File: src/rtl/seq_det_ctrl_if.sv
// Stream bundle for the 1011 frame sequencer: word input (s_*) and per-frame result output (m_*).
// The sequencer attaches to the slave modport; the word source and result sink attach to master.
interface seq_det_ctrl_if #(
  parameter int DATA_W = 8,
  parameter int CNT_W  = 8
);
  logic              s_valid;
  logic              s_ready;
  logic [DATA_W-1:0] s_data;
  logic              s_last;
  logic              m_valid;
  logic              m_ready;
  logic [CNT_W-1:0]  m_count;
  logic              m_underrun;

  modport master (
    output s_valid, s_data, s_last, m_ready,
    input  s_ready, m_valid, m_count, m_underrun
  );

  modport slave (
    input  s_valid, s_data, s_last, m_ready,
    output s_ready, m_valid, m_count, m_underrun
  );
endinterface

File: src/rtl/seq_det_ctrl.sv
// Frame sequencer for a bit-serial 1011 detector: serialises words MSB-first, clears the
// detector at frame start, counts hits and reports one result per frame.
module seq_det_ctrl #(
  parameter int DATA_W = 8,
  parameter int CNT_W  = 8
) (
  input  logic          clk,
  input  logic          rstn,
  seq_det_ctrl_if.slave bus,
  output logic          det_rstn,
  output logic          det_din,
  input  logic          det_dout,
  output logic          busy
);

  localparam int IDX_W = (DATA_W > 1) ? $clog2(DATA_W) : 1;
  localparam logic [IDX_W-1:0] IDX_MAX = IDX_W'(DATA_W - 1);
  localparam logic [CNT_W-1:0] CNT_MAX = '1;

  typedef enum logic [2:0] {IDLE, CLR, SHIFT, DRAIN, DONE, FLUSH} state_t;

  state_t            state, state_nxt;
  logic [DATA_W-1:0] cur, nxt;
  logic              cur_last, nxt_last, nxt_full, seen_last;
  logic [IDX_W-1:0]  idx;
  logic [CNT_W-1:0]  count;
  logic              underrun;
  logic              s_rdy, s_fire;

  // Input is refused while a last word is already held, so nothing past the frame end is consumed.
  assign s_rdy  = (state == IDLE) || (state == FLUSH) ||
                  ((state == SHIFT) && !nxt_full && !cur_last && !seen_last);
  assign s_fire = bus.s_valid && s_rdy;

  assign bus.s_ready    = s_rdy;
  assign bus.m_valid    = (state == DONE);
  assign bus.m_count    = count;
  assign bus.m_underrun = underrun;
  assign det_rstn       = rstn && (state != CLR);
  assign det_din        = (state == SHIFT) ? cur[idx] : 1'b0;
  assign busy           = (state != IDLE);

  always_ff @(posedge clk) begin
    if (!rstn) state <= IDLE;
    else       state <= state_nxt;
  end

  always_comb begin
    state_nxt = state;
    case (state)
      IDLE:  if (s_fire) state_nxt = CLR;
      CLR:   state_nxt = SHIFT;
      SHIFT: begin
        if (idx == '0) begin
          if (cur_last)                state_nxt = DRAIN;
          else if (nxt_full || s_fire) state_nxt = SHIFT;
          else                         state_nxt = DRAIN;
        end
      end
      DRAIN: state_nxt = DONE;
      DONE:  if (bus.m_ready) state_nxt = (underrun && !seen_last) ? FLUSH : IDLE;
      FLUSH: if (s_fire && bus.s_last) state_nxt = IDLE;
      default: state_nxt = IDLE;
    endcase
  end

  // At a word boundary the next word (buffered or arriving right now) is loaded so the bit stream has no gap.
  always_ff @(posedge clk) begin
    if (!rstn) begin
      cur       <= '0;
      nxt       <= '0;
      cur_last  <= 1'b0;
      nxt_last  <= 1'b0;
      nxt_full  <= 1'b0;
      seen_last <= 1'b0;
      idx       <= '0;
      count     <= '0;
      underrun  <= 1'b0;
    end else begin
      case (state)
        IDLE: begin
          if (s_fire) begin
            cur       <= bus.s_data;
            cur_last  <= bus.s_last;
            seen_last <= bus.s_last;
            nxt_full  <= 1'b0;
          end
        end
        CLR: begin
          count    <= '0;
          underrun <= 1'b0;
          idx      <= IDX_MAX;
        end
        SHIFT: begin
          if (idx == '0) begin
            idx <= IDX_MAX;
            if (!cur_last) begin
              if (nxt_full) begin
                cur      <= nxt;
                cur_last <= nxt_last;
                nxt_full <= 1'b0;
              end else if (s_fire) begin
                cur      <= bus.s_data;
                cur_last <= bus.s_last;
              end else begin
                underrun <= 1'b1;
              end
            end
          end else begin
            idx <= idx - 1'b1;
            if (s_fire) begin
              nxt      <= bus.s_data;
              nxt_last <= bus.s_last;
              nxt_full <= 1'b1;
            end
          end
          if (s_fire && bus.s_last) seen_last <= 1'b1;
        end
        default: ;
      endcase
      if (((state == SHIFT) || (state == DRAIN)) && det_dout && (count != CNT_MAX))
        count <= count + 1'b1;
    end
  end

endmodule

File: src/flat_wrapper.sv
// flat-port wrapper written by rule: the top's interface ports become plain ports
module seq_det_ctrl_flat 
#(
  parameter int DATA_W = 8,
  parameter int CNT_W  = 8
)
  (clk, rstn, det_rstn, det_din, det_dout, busy, bus_s_valid, bus_s_data, bus_s_last, bus_m_ready, bus_s_ready, bus_m_valid, bus_m_count, bus_m_underrun);
  seq_det_ctrl_if #(.DATA_W(DATA_W), .CNT_W(CNT_W)) bus_i ();
  input  logic clk;
  input  logic rstn;
  output logic det_rstn;
  output logic det_din;
  input  logic det_dout;
  output logic busy;
  input wire logic [$bits(bus_i.s_valid)-1:0] bus_s_valid;
  input wire logic [$bits(bus_i.s_data)-1:0] bus_s_data;
  input wire logic [$bits(bus_i.s_last)-1:0] bus_s_last;
  input wire logic [$bits(bus_i.m_ready)-1:0] bus_m_ready;
  output wire logic [$bits(bus_i.s_ready)-1:0] bus_s_ready;
  output wire logic [$bits(bus_i.m_valid)-1:0] bus_m_valid;
  output wire logic [$bits(bus_i.m_count)-1:0] bus_m_count;
  output wire logic [$bits(bus_i.m_underrun)-1:0] bus_m_underrun;
  assign bus_i.s_valid = bus_s_valid;
  assign bus_i.s_data = bus_s_data;
  assign bus_i.s_last = bus_s_last;
  assign bus_i.m_ready = bus_m_ready;
  assign bus_s_ready = bus_i.s_ready;
  assign bus_m_valid = bus_i.m_valid;
  assign bus_m_count = bus_i.m_count;
  assign bus_m_underrun = bus_i.m_underrun;
  seq_det_ctrl #(.DATA_W(DATA_W), .CNT_W(CNT_W)) u_core (.clk(clk), .rstn(rstn), .bus(bus_i), .det_rstn(det_rstn), .det_din(det_din), .det_dout(det_dout), .busy(busy));
endmodule
File: config.mk
export PLATFORM = sky130hd
export DESIGN_NAME = seq_det_ctrl_flat
export DESIGN_NICKNAME = d
export VERILOG_FILES = /design/src/rtl/seq_det_ctrl_if.sv /design/src/rtl/seq_det_ctrl.sv /design/src/flat_wrapper.sv
export SDC_FILE = /design/constraint.sdc
export NUM_CORES = 1
export LEC_CHECK = 0
export CAP_MARGIN = 5
export CORE_ASPECT_RATIO = 2
export CORE_MARGIN = 5
export CORE_UTILIZATION = 49
export CTS_BUF_LIST = sky130_fd_sc_hd__clkbuf_4 sky130_fd_sc_hd__clkbuf_8 sky130_fd_sc_hd__clkbuf_16
export CTS_CLUSTER_DIAMETER = 60
export CTS_CLUSTER_SIZE = 16
export DETAILED_ROUTE_END_ITERATION = 12
export PLACE_DENSITY = 0.76
export SKIP_LAST_GASP = 1
export SLEW_MARGIN = 20
export SYNTH_ARGS = -nofsm -noshare
export SYNTH_HDL_FRONTEND = slang
export SYNTH_SLANG_ARGS = --single-unit
export TNS_END_PERCENT = 10
File: constraint.sdc
create_clock -name clk -period 1.61 [get_ports clk]
set_input_delay 0.161 -clock clk [delete_from_list [all_inputs] [get_ports clk]]
set_output_delay 0.161 -clock clk [all_outputs]
set_load 0.01 [all_outputs]
==> impl_metrics.toml, run 1 <==
[sta]
finalHoldViolations = 0
fin_tns_setup_ns = -1.83
final_max_slew_viol_count = 0
skew_ns = 0.0125
fmax_mhz = 578
worst_pin_slew_ns = 0.430
finalCriticalPeriod_ns = 1.73
grt_setup_unrepaired = "true"
worst_slack_ns = -0.119
slew_headroom = 0.713
fin_crit_sh = 1.07
finalSetupViolCount = 26

[layout]
area_delta_synth_final_pct = 39.8
diodes = 0
final_common_cell = "buf_4"
fin_cells = 346
final_nets = 311
most-common-layout-cells = "44 x buf_4, 31 x dfxtp_1, 29 x nand2_1, 22 x clkdlybuf4s50_1, 20 x a21oi_1"
drive_gt1_frac = 0.258

[power_and_ir_drop]
power.leakage_nw = 1.09
power_density_nw_per_um2 = 1520
ir_drop_uv = 926

[critical_path]
cp-start-kind = "register"
path_class = "reg2out"
crit_chain = "mux4_2 -> mux2i_1 -> nor2_1 -> clkdlybuf4s15_1"
worstPathRequired_ns = 1.45
critPathSlowestCell = "mux4_2"
cp_max_fo = 4
cp_data_arrival_time_ns = 1.57
reg2regPathDepth = 5
crit_path_end_kind = "output port"
cp_slowest_stage_delay_ns = 0.49

[drt]
drt_iter0_markers = 55
wire_per_inst_um = 17.3
totalWireLength_um = 5990
via_count = 2040
routed_via_density = 5.90
drc_errors = 0
drtPass1Iterations = 4
ant_nets = 0

[grt]
grt_max_degree = 20
grt_use_total = 0.246
grt_pass1_wl_um = 9750
overflow = 0
antenna_found_initial = 0
grt_pass1_vias = 2165

[synth]
synth_cell_types = 54
netlist_instances = 228
synth_area_per_cell_um2 = 8.50
ys_async_sr_fraction = 0
synth_enable_flop_cells = 0
netlist_area_um2 = 1940
ys_seq_elements = 35
yosys.area_share.adder = 0.0194
synth-seq-area-share = 0.362
synthSimpleGateAreaFrac = 0.234
synth_compound_area_frac = 0.219
yosys_warnings = 0
synth_xor_area_frac = 0.00452
synthMuxAreaShare = 0.105
ys.flop_type = "dfxtp_1"
synth_top_family_by_area = "simple AND/OR/NAND/NOR gates"
syn-num-nets = 245

[hold_path]
hold_depth = 3
hp-class = "in2reg"

[clock_network]
ctsHoldBuffers = 0
cts_tree = "built"
cts-root-buf = "clkbuf_8"
clk_pin_slew_ns = 0.08
cts_max_level = 2
cts_made_buffers = 5
clock_latency_ns = 0.29
cts_buffer_depth = 2
cts_num_sinks = 35

[place]
gp_congestion = 0.837
dp_hpwl_um = 4500
place_inst = 332
place.port_buffers = 27

[status]
status = "finished with violations"
failed_checks = "setup timing"

[floorplan]
dieWidth_um = 54.5
num_rows = 32
io_pins = 28
die-area_um2 = 5390
fp.coreArea_um2 = 3840
start_util = 0.504
die_h_um = 98.9

[run]
maxCapViolCount = 0
power by group:
group          switching (mW)  internal (mW)  leakage (nW)
logic                    1.07           1.14         0.749
clock network           0.320          0.337        0.0491
registers               0.170           1.07         0.287
worst paths after layout:
| check | from | endpoint | slack [ns] |
|---|---|---|---|
| max | u_core.idx[0]$_SDFFE_PN0P_ | det_din | -0.12 |
| min | bus_s_data[4] | u_core.nxt[4]$_SDFFE_PN0P_ | 0.46 |
| max reg2reg | u_core.state[2]$_SDFFE_PN0P_ | u_core.state[0]$_SDFFE_PN0P_ | -0.11 |
| min reg2reg | u_core.cur[3]$_SDFFE_PN0P_ | u_core.cur[3]$_SDFFE_PN0P_ | 0.46 |
per-stage QoR:
stage	setup WS [ns]	cell area (µm²)	hold WS [ns]	total power, mW	util
2_1_floorplan	0.0366	1940	0.309	2.36	-
3_3_place_gp	-0.185	2530	0.444	3.23	0.658
3_5_place_dp	-0.227	2530	0.457	3.27	0.658
4_1_cts	-0.202	2650	0.452	3.99	0.688
5_1_grt	-0.209	2710	0.486	4.34	0.705
6_report	-0.119	2710	0.463	4.11	0.705
final cells by class:
type,instances,area (µm²)
tap,51,63.8
clock inverter,1,5.00
clock buffer,7,83.8
sequential,35,713
inverter,7,28.8
timing repair buffer,74,637
multi-input combinational,171,1180
fill,326,1130
metal layers:
| metal | share of wire | vias up | global-route usage |
|---|---|---|---|
| met5 | 0 | - | 0 |
| met4 | 0.054 | 0 | 0.152 |
| met3 | 0.036 | 31 | 0.0469 |
| met1 | 0.33 | 986 | 0.228 |
| li1 | - | 960 | - |
| met2 | 0.58 | 63 | 0.452 |
critical path: cells and delay by family, from the launching register on:
family	cells	cell delay, ns
buf+inv	1	0.23
flops	1	0.37
mux	2	0.63
simple gates	1	0.06
sequential cells by signal, summed over array words and instances, names as in the netlist:
register,flops
u_core.bus.m_count,8
u_core.bus.m_underrun,1
u_core.cur,8
u_core.cur_last,1
u_core.idx,3
u_core.nxt,8
u_core.nxt_full,1
u_core.nxt_last,1
u_core.seen_last,1
u_core.state,3
cell usage after synthesis (all sizes together), types with 2 or more instances:
cell | count | area [µm²]
inv | 7 | 26.3
mux2i | 8 | 80.1
o31ai | 3 | 36.3
nand2 | 29 | 109
a31oi | 3 | 18.8
dfxtp | 35 | 701
nor2b | 6 | 37.5
or3 | 3 | 18.8
nor2 | 9 | 33.8
a21oi | 20 | 100
o21a | 2 | 15.0
mux4 | 2 | 45.0
ha | 3 | 37.5
nand3b | 2 | 15.0
or3b | 3 | 28.8
buf | 12 | 71.3
nand2b | 2 | 12.5
nand3 | 16 | 80.1
or4 | 3 | 22.5
clkbuf | 3 | 11.3
and2 | 3 | 18.8
o22ai | 4 | 38.8
nand4 | 3 | 18.8
or2 | 2 | 12.5
o221ai | 3 | 26.3
mux2 | 7 | 78.8
o21ai | 17 | 96.3
kinds of logic after synthesis:
group,Yosys count
and+or+nand+nor,87
AOI/OAI and AO/OA,63
adders and majority gates,3
xor gates and xnor gates,1
muxes,17
DFF,35
buffers and inverters,22
repair_timing:
| action | CTS | global route |
|---|---|---|
| setup buffers | 4 | 1 |
| gates resized for setup | 16 | 14 |
| pin swaps | 0 | 5 |
| endpoints found under the setup margin | 30 | 34 |
| cloned | 0 | 1 |
No activity file was read; power rests on OpenSTA's default activity.
==> inputs of run 2 (changes only) <==
--- a/config.mk
+++ b/config.mk
@@ -8,12 +8,12 @@
 export CAP_MARGIN = 5
 export CORE_ASPECT_RATIO = 2
 export CORE_MARGIN = 5
-export CORE_UTILIZATION = 49
+export CORE_UTILIZATION = 50
 export CTS_BUF_LIST = sky130_fd_sc_hd__clkbuf_4 sky130_fd_sc_hd__clkbuf_8 sky130_fd_sc_hd__clkbuf_16
 export CTS_CLUSTER_DIAMETER = 60
 export CTS_CLUSTER_SIZE = 16
 export DETAILED_ROUTE_END_ITERATION = 12
-export PLACE_DENSITY = 0.76
+export PLACE_DENSITY = 0.74
 export SKIP_LAST_GASP = 1
 export SLEW_MARGIN = 20
 export SYNTH_ARGS = -nofsm -noshare
==> constraint.sdc (replaced) <==
create_clock -name clk -period 1.73 [get_ports clk]
set_input_delay 0.173 -clock clk [delete_from_list [all_inputs] [get_ports clk]]
set_output_delay 0.173 -clock clk [all_outputs]
set_load 0.01 [all_outputs]
==> impl_metrics.toml, run 2 (synthesis gave the netlist of run 1 again) <==
[clock_network]
cts_num_sinks = 35
clock_latency_ns = 0.29
cts-root-buf = "clkbuf_8"
cts_made_buffers = 5
cts_tree = "built"
cts_buffer_depth = 2
cts_resized = 8
clk_pin_slew_ns = 0.07
cts_setup_buffers = 0
cts_max_level = 2
ctsHoldBuffers = 0

[place]
dp_hpwl_um = 4290
place.port_buffers = 27
gp_congestion = 0.783
place_ws_ns = -0.105
place_inst = 324

[grt]
grt_pass1_vias = 1934
antenna_found_initial = 0
overflow = 0
grt_max_degree = 17
grt_use_total = 0.226
grt_pass1_wl_um = 8800

[layout]
fin_util = 0.670
final_nets = 297
drive_gt1_frac = 0.189
area_delta_synth_final_pct = 31.6
fin_cells = 331
most-common-layout-cells = "32 x buf_4, 32 x dfxtp_1, 29 x nand2_1, 23 x clkdlybuf4s50_1, 20 x a21oi_1"
diodes = 0

[critical_path]
reg2regPathDepth = 5
path_class = "reg2reg"
cp_data_arrival_time_ns = 1.90
crit_path_end_kind = "register"
cp-start-kind = "register"
cp_max_fo = 11
worstPathRequired_ns = 1.90

[status]
status = "finished, final reports clean"

[run]
maxCapViolCount = 0

[drt]
drt_iter0_markers = 54
drt-met1-wl_um = 1940
ant_nets = 0
via_count = 1929
wire_per_inst_um = 16.5
totalWireLength_um = 5470
wl_met2_um = 2980
drc_errors = 0
drtPass1Iterations = 4
wl_met3_um = 231
highest_layer = "met4"
routed_via_density = 5.83

[power_and_ir_drop]
power_mw = 3.51
ir_drop_uv = 791
power_density_nw_per_um2 = 1380
power.leakage_nw = 0.996

[floorplan]
num_rows = 32
io_pins = 28
die_h_um = 98.0
fp.coreArea_um2 = 3800
dieWidth_um = 54.0
die-area_um2 = 5300
start_util = 0.510

[sta]
finalCriticalPeriod_ns = 1.72
finalHoldViolations = 0
worst_pin_slew_ns = 0.416
worst_slack_ns = 0.00626
finalSetupViolCount = 0
skew_ns = 0.00818
slew_headroom = 0.723
grt_setup_unrepaired = "true"
fin_crit_sh = 0.996
final_max_slew_viol_count = 0
fmax_mhz = 580
whs_ns = 0.460

[hold_path]
hp-class = "reg2reg"
hold_depth = 2
run 2: final timing paths:
path | to | start | slack (ns)
max | u_core.state[0]$_SDFFE_PN0P_ | u_core.state[2]$_SDFFE_PN0P_ | 0.006
min | u_core.cur[2]$_SDFFE_PN0P_ | u_core.cur[2]$_SDFFE_PN0P_ | 0.46
min reg2reg | u_core.cur[2]$_SDFFE_PN0P_ | u_core.cur[2]$_SDFFE_PN0P_ | 0.46
max reg2reg | u_core.state[0]$_SDFFE_PN0P_ | u_core.state[2]$_SDFFE_PN0P_ | 0.006
run 2: critical path, cell delays in order (launching register included):
cell     delay [ns]
dfxtp_4        0.38
buf_4          0.14
or3b_4         0.42
o22a_1         0.36
a32oi_1        0.23
a21oi_1        0.08
run 2: power by group:
part	internal, mW	switching [mW]
Clock	0.312	0.292
Sequential	0.993	0.154
Combinational	0.873	0.883
Total	2.18	1.33
run 2: layer usage:
metal | vias up | GRT usage
li1 | 937 | -
met1 | 902 | 0.213
met2 | 65 | 0.409
met3 | 25 | 0.0473
met4 | 0 | 0.142
met5 | - | 0
run 2: layout make-up:
| type | count | area (µm²) |
|---|---|---|
| clock buffer | 6 | 82.6 |
| clock inverter | 1 | 5.00 |
| fill | 323 | 1250 |
| inverter | 7 | 26.3 |
| multi-input combinational | 171 | 1130 |
| sequential | 35 | 712 |
| tap | 51 | 63.8 |
| timing repair buffer | 60 | 526 |
run 2: stage by stage:
step	TNS, ns	area [µm²]
after floorplan	0	1940
after global placement	-0.968	2460
after detailed placement	-1.25	2460
after CTS	-0.274	2550
after global routing	-0.406	2550
final	0	2550
==> inputs of run 3 (changes only) <==
--- a/config.mk
+++ b/config.mk
@@ -7,7 +7,7 @@
 export LEC_CHECK = 0
 export CAP_MARGIN = 5
 export CORE_ASPECT_RATIO = 2
-export CORE_MARGIN = 5
+export CORE_MARGIN = 2
 export CORE_UTILIZATION = 50
 export CTS_BUF_LIST = sky130_fd_sc_hd__clkbuf_4 sky130_fd_sc_hd__clkbuf_8 sky130_fd_sc_hd__clkbuf_16
 export CTS_CLUSTER_DIAMETER = 60
==> impl_metrics.toml, run 3 (synthesis gave the netlist of run 1 again) <==
[hold_path]
hp-class = "reg2reg"

[critical_path]
cp_slowest_stage_delay_ns = 0.53
cp_max_fo = 9
critPathSlowestCell = "clkdlybuf4s50_1"
crit_path_end_kind = "output port"
cp-start-kind = "register"
cp_data_arrival_time_ns = 1.62
cp.buffers_inverters = 2
path_delay_family = "buffers and inverters"
path_class = "reg2out"
crit_chain = "buf_4 -> nor2b_1 -> nor2b_4 -> clkdlybuf4s50_1"
worstPathRequired_ns = 1.56

[floorplan]
io_pins = 28
die_h_um = 92.0
dieWidth_um = 48.0
fp.coreArea_um2 = 3800
start_util = 0.510
num_rows = 32
die-area_um2 = 4420

[clock_network]
cts_resized = 7
cts_tree = "built"
clk_pin_slew_ns = 0.07
clock_latency_ns = 0.28
cts_buffer_depth = 2
cts_max_level = 2
cts_num_sinks = 35
cts_made_buffers = 5
cts_setup_buffers = 0
ctsHoldBuffers = 0
cts-root-buf = "clkbuf_8"

[place]
gp_congestion = 0.867
dp_hpwl_um = 4090
place_ws_ns = -0.104
dpl_cell_area_um2 = 2450
place.port_buffers = 27

[drt]
drc_errors = 0
via_count = 1891
drt_iter0_markers = 40
totalWireLength_um = 5280
drtPass1Iterations = 4
ant_nets = 0
routed_via_density = 5.71
wire_per_inst_um = 16.0

[grt]
grt_use_total = 0.275
grt_pass1_vias = 1922
overflow = 0
grt_pass1_wl_um = 8680
grt_max_degree = 19
antenna_found_initial = 0

[power_and_ir_drop]
power.leakage_nw = 0.998
clock_power_share = 0.188
power_density_nw_per_um2 = 1380
combPwrFrac = 0.489
swShare = 0.373
seqPwrFrac = 0.324
p_sw_mw = 1.33
p_int_mw = 2.23
ir_drop_uv = 758

[run]
maxCapViolCount = 0

[layout]
diodes = 0
area_delta_synth_final_pct = 33.1
final-seq-area_um2 = 709
drive_gt1_frac = 0.196
final_common_cell = "dfxtp_1"
nFillCells = 322
most-common-layout-cells = "32 x dfxtp_1, 31 x buf_4, 29 x nand2_1, 24 x clkdlybuf4s50_1, 20 x a21oi_1"
fin_area_um2 = 2580
final_nets = 296
multi_input_area_um2 = 1150

[sta]
finalHoldViolations = 0
fin_tns_setup_ns = -0.163
skew_ns = 0.00307
final_max_slew_viol_count = 0
fin_crit_sh = 1.04
finalSetupViolCount = 3
finalCriticalPeriod_ns = 1.80
fmax_mhz = 557
slew_headroom = 0.710
grt_setup_unrepaired = "true"
worst_slack_ns = -0.0656
worst_pin_slew_ns = 0.435
whs_ns = 0.464

[status]
failed_checks = "setup timing"
status = "finished with violations"
==> run 3: worst paths after layout <==
kind / cells after the start / slack [ns] / from / endpoint
setup / recovery: 4 / -0.07 / u_core.state[1]$_SDFFE_PN0P_ / bus_m_valid
hold / removal: 2 / 0.46 / u_core.cur[5]$_SDFFE_PN0P_ / u_core.cur[5]$_SDFFE_PN0P_
setup reg to reg: 6 / 0.02 / u_core.state[2]$_SDFFE_PN0P_ / u_core.cur[5]$_SDFFE_PN0P_
hold reg to reg: 2 / 0.46 / u_core.cur[5]$_SDFFE_PN0P_ / u_core.cur[5]$_SDFFE_PN0P_
==> run 3: stage by stage <==
| stage | util | std cells | total power, mW |
|---|---|---|---|
| after floorplan | - | 228 | 2.19 |
| after global placement | 0.644 | 323 | 2.85 |
| after detailed placement | 0.644 | 323 | 2.88 |
| after CTS | 0.674 | 331 | 3.56 |
| after global routing | 0.678 | 331 | 3.78 |
| final | 0.678 | 331 | 3.56 |
==> run 3: worst reg2reg max path, cell delays in order (launching register included) <==
cell and delay, ns:
dfxtp_2 0.38, buf_4 0.17, nor4bb_2 0.28, buf_4 0.23, mux2_1 0.35, nand2_1 0.12
mux2i_1 0.07
==> run 3: area by class of cell <==
type / count / area share
clock buffers: 8 / 0.0403
inverters: 7 / 0.0102
multi-input cells: 171 / 0.447
flip-flops and latches: 35 / 0.275
well taps: 51 / 0.0247
repair buffers: 59 / 0.203
==> run 3: layer usage <==
layer  part of all wire  track usage
met1               0.36        0.267
met2               0.57        0.500
met3              0.031       0.0512
met4              0.034        0.128
met5                  0            0
==> run 3: power by group through the flow <==
stage / sequential [mW] / combinational [mW] / clock [mW]
global placement: 1.14 / 1.70 / 0
floorplan: 1.10 / 1.09 / 0
global route: 1.17 / 1.90 / 0.709
CTS: 1.14 / 1.73 / 0.681
detailed placement: 1.15 / 1.73 / 0
finish: 1.15 / 1.74 / 0.667
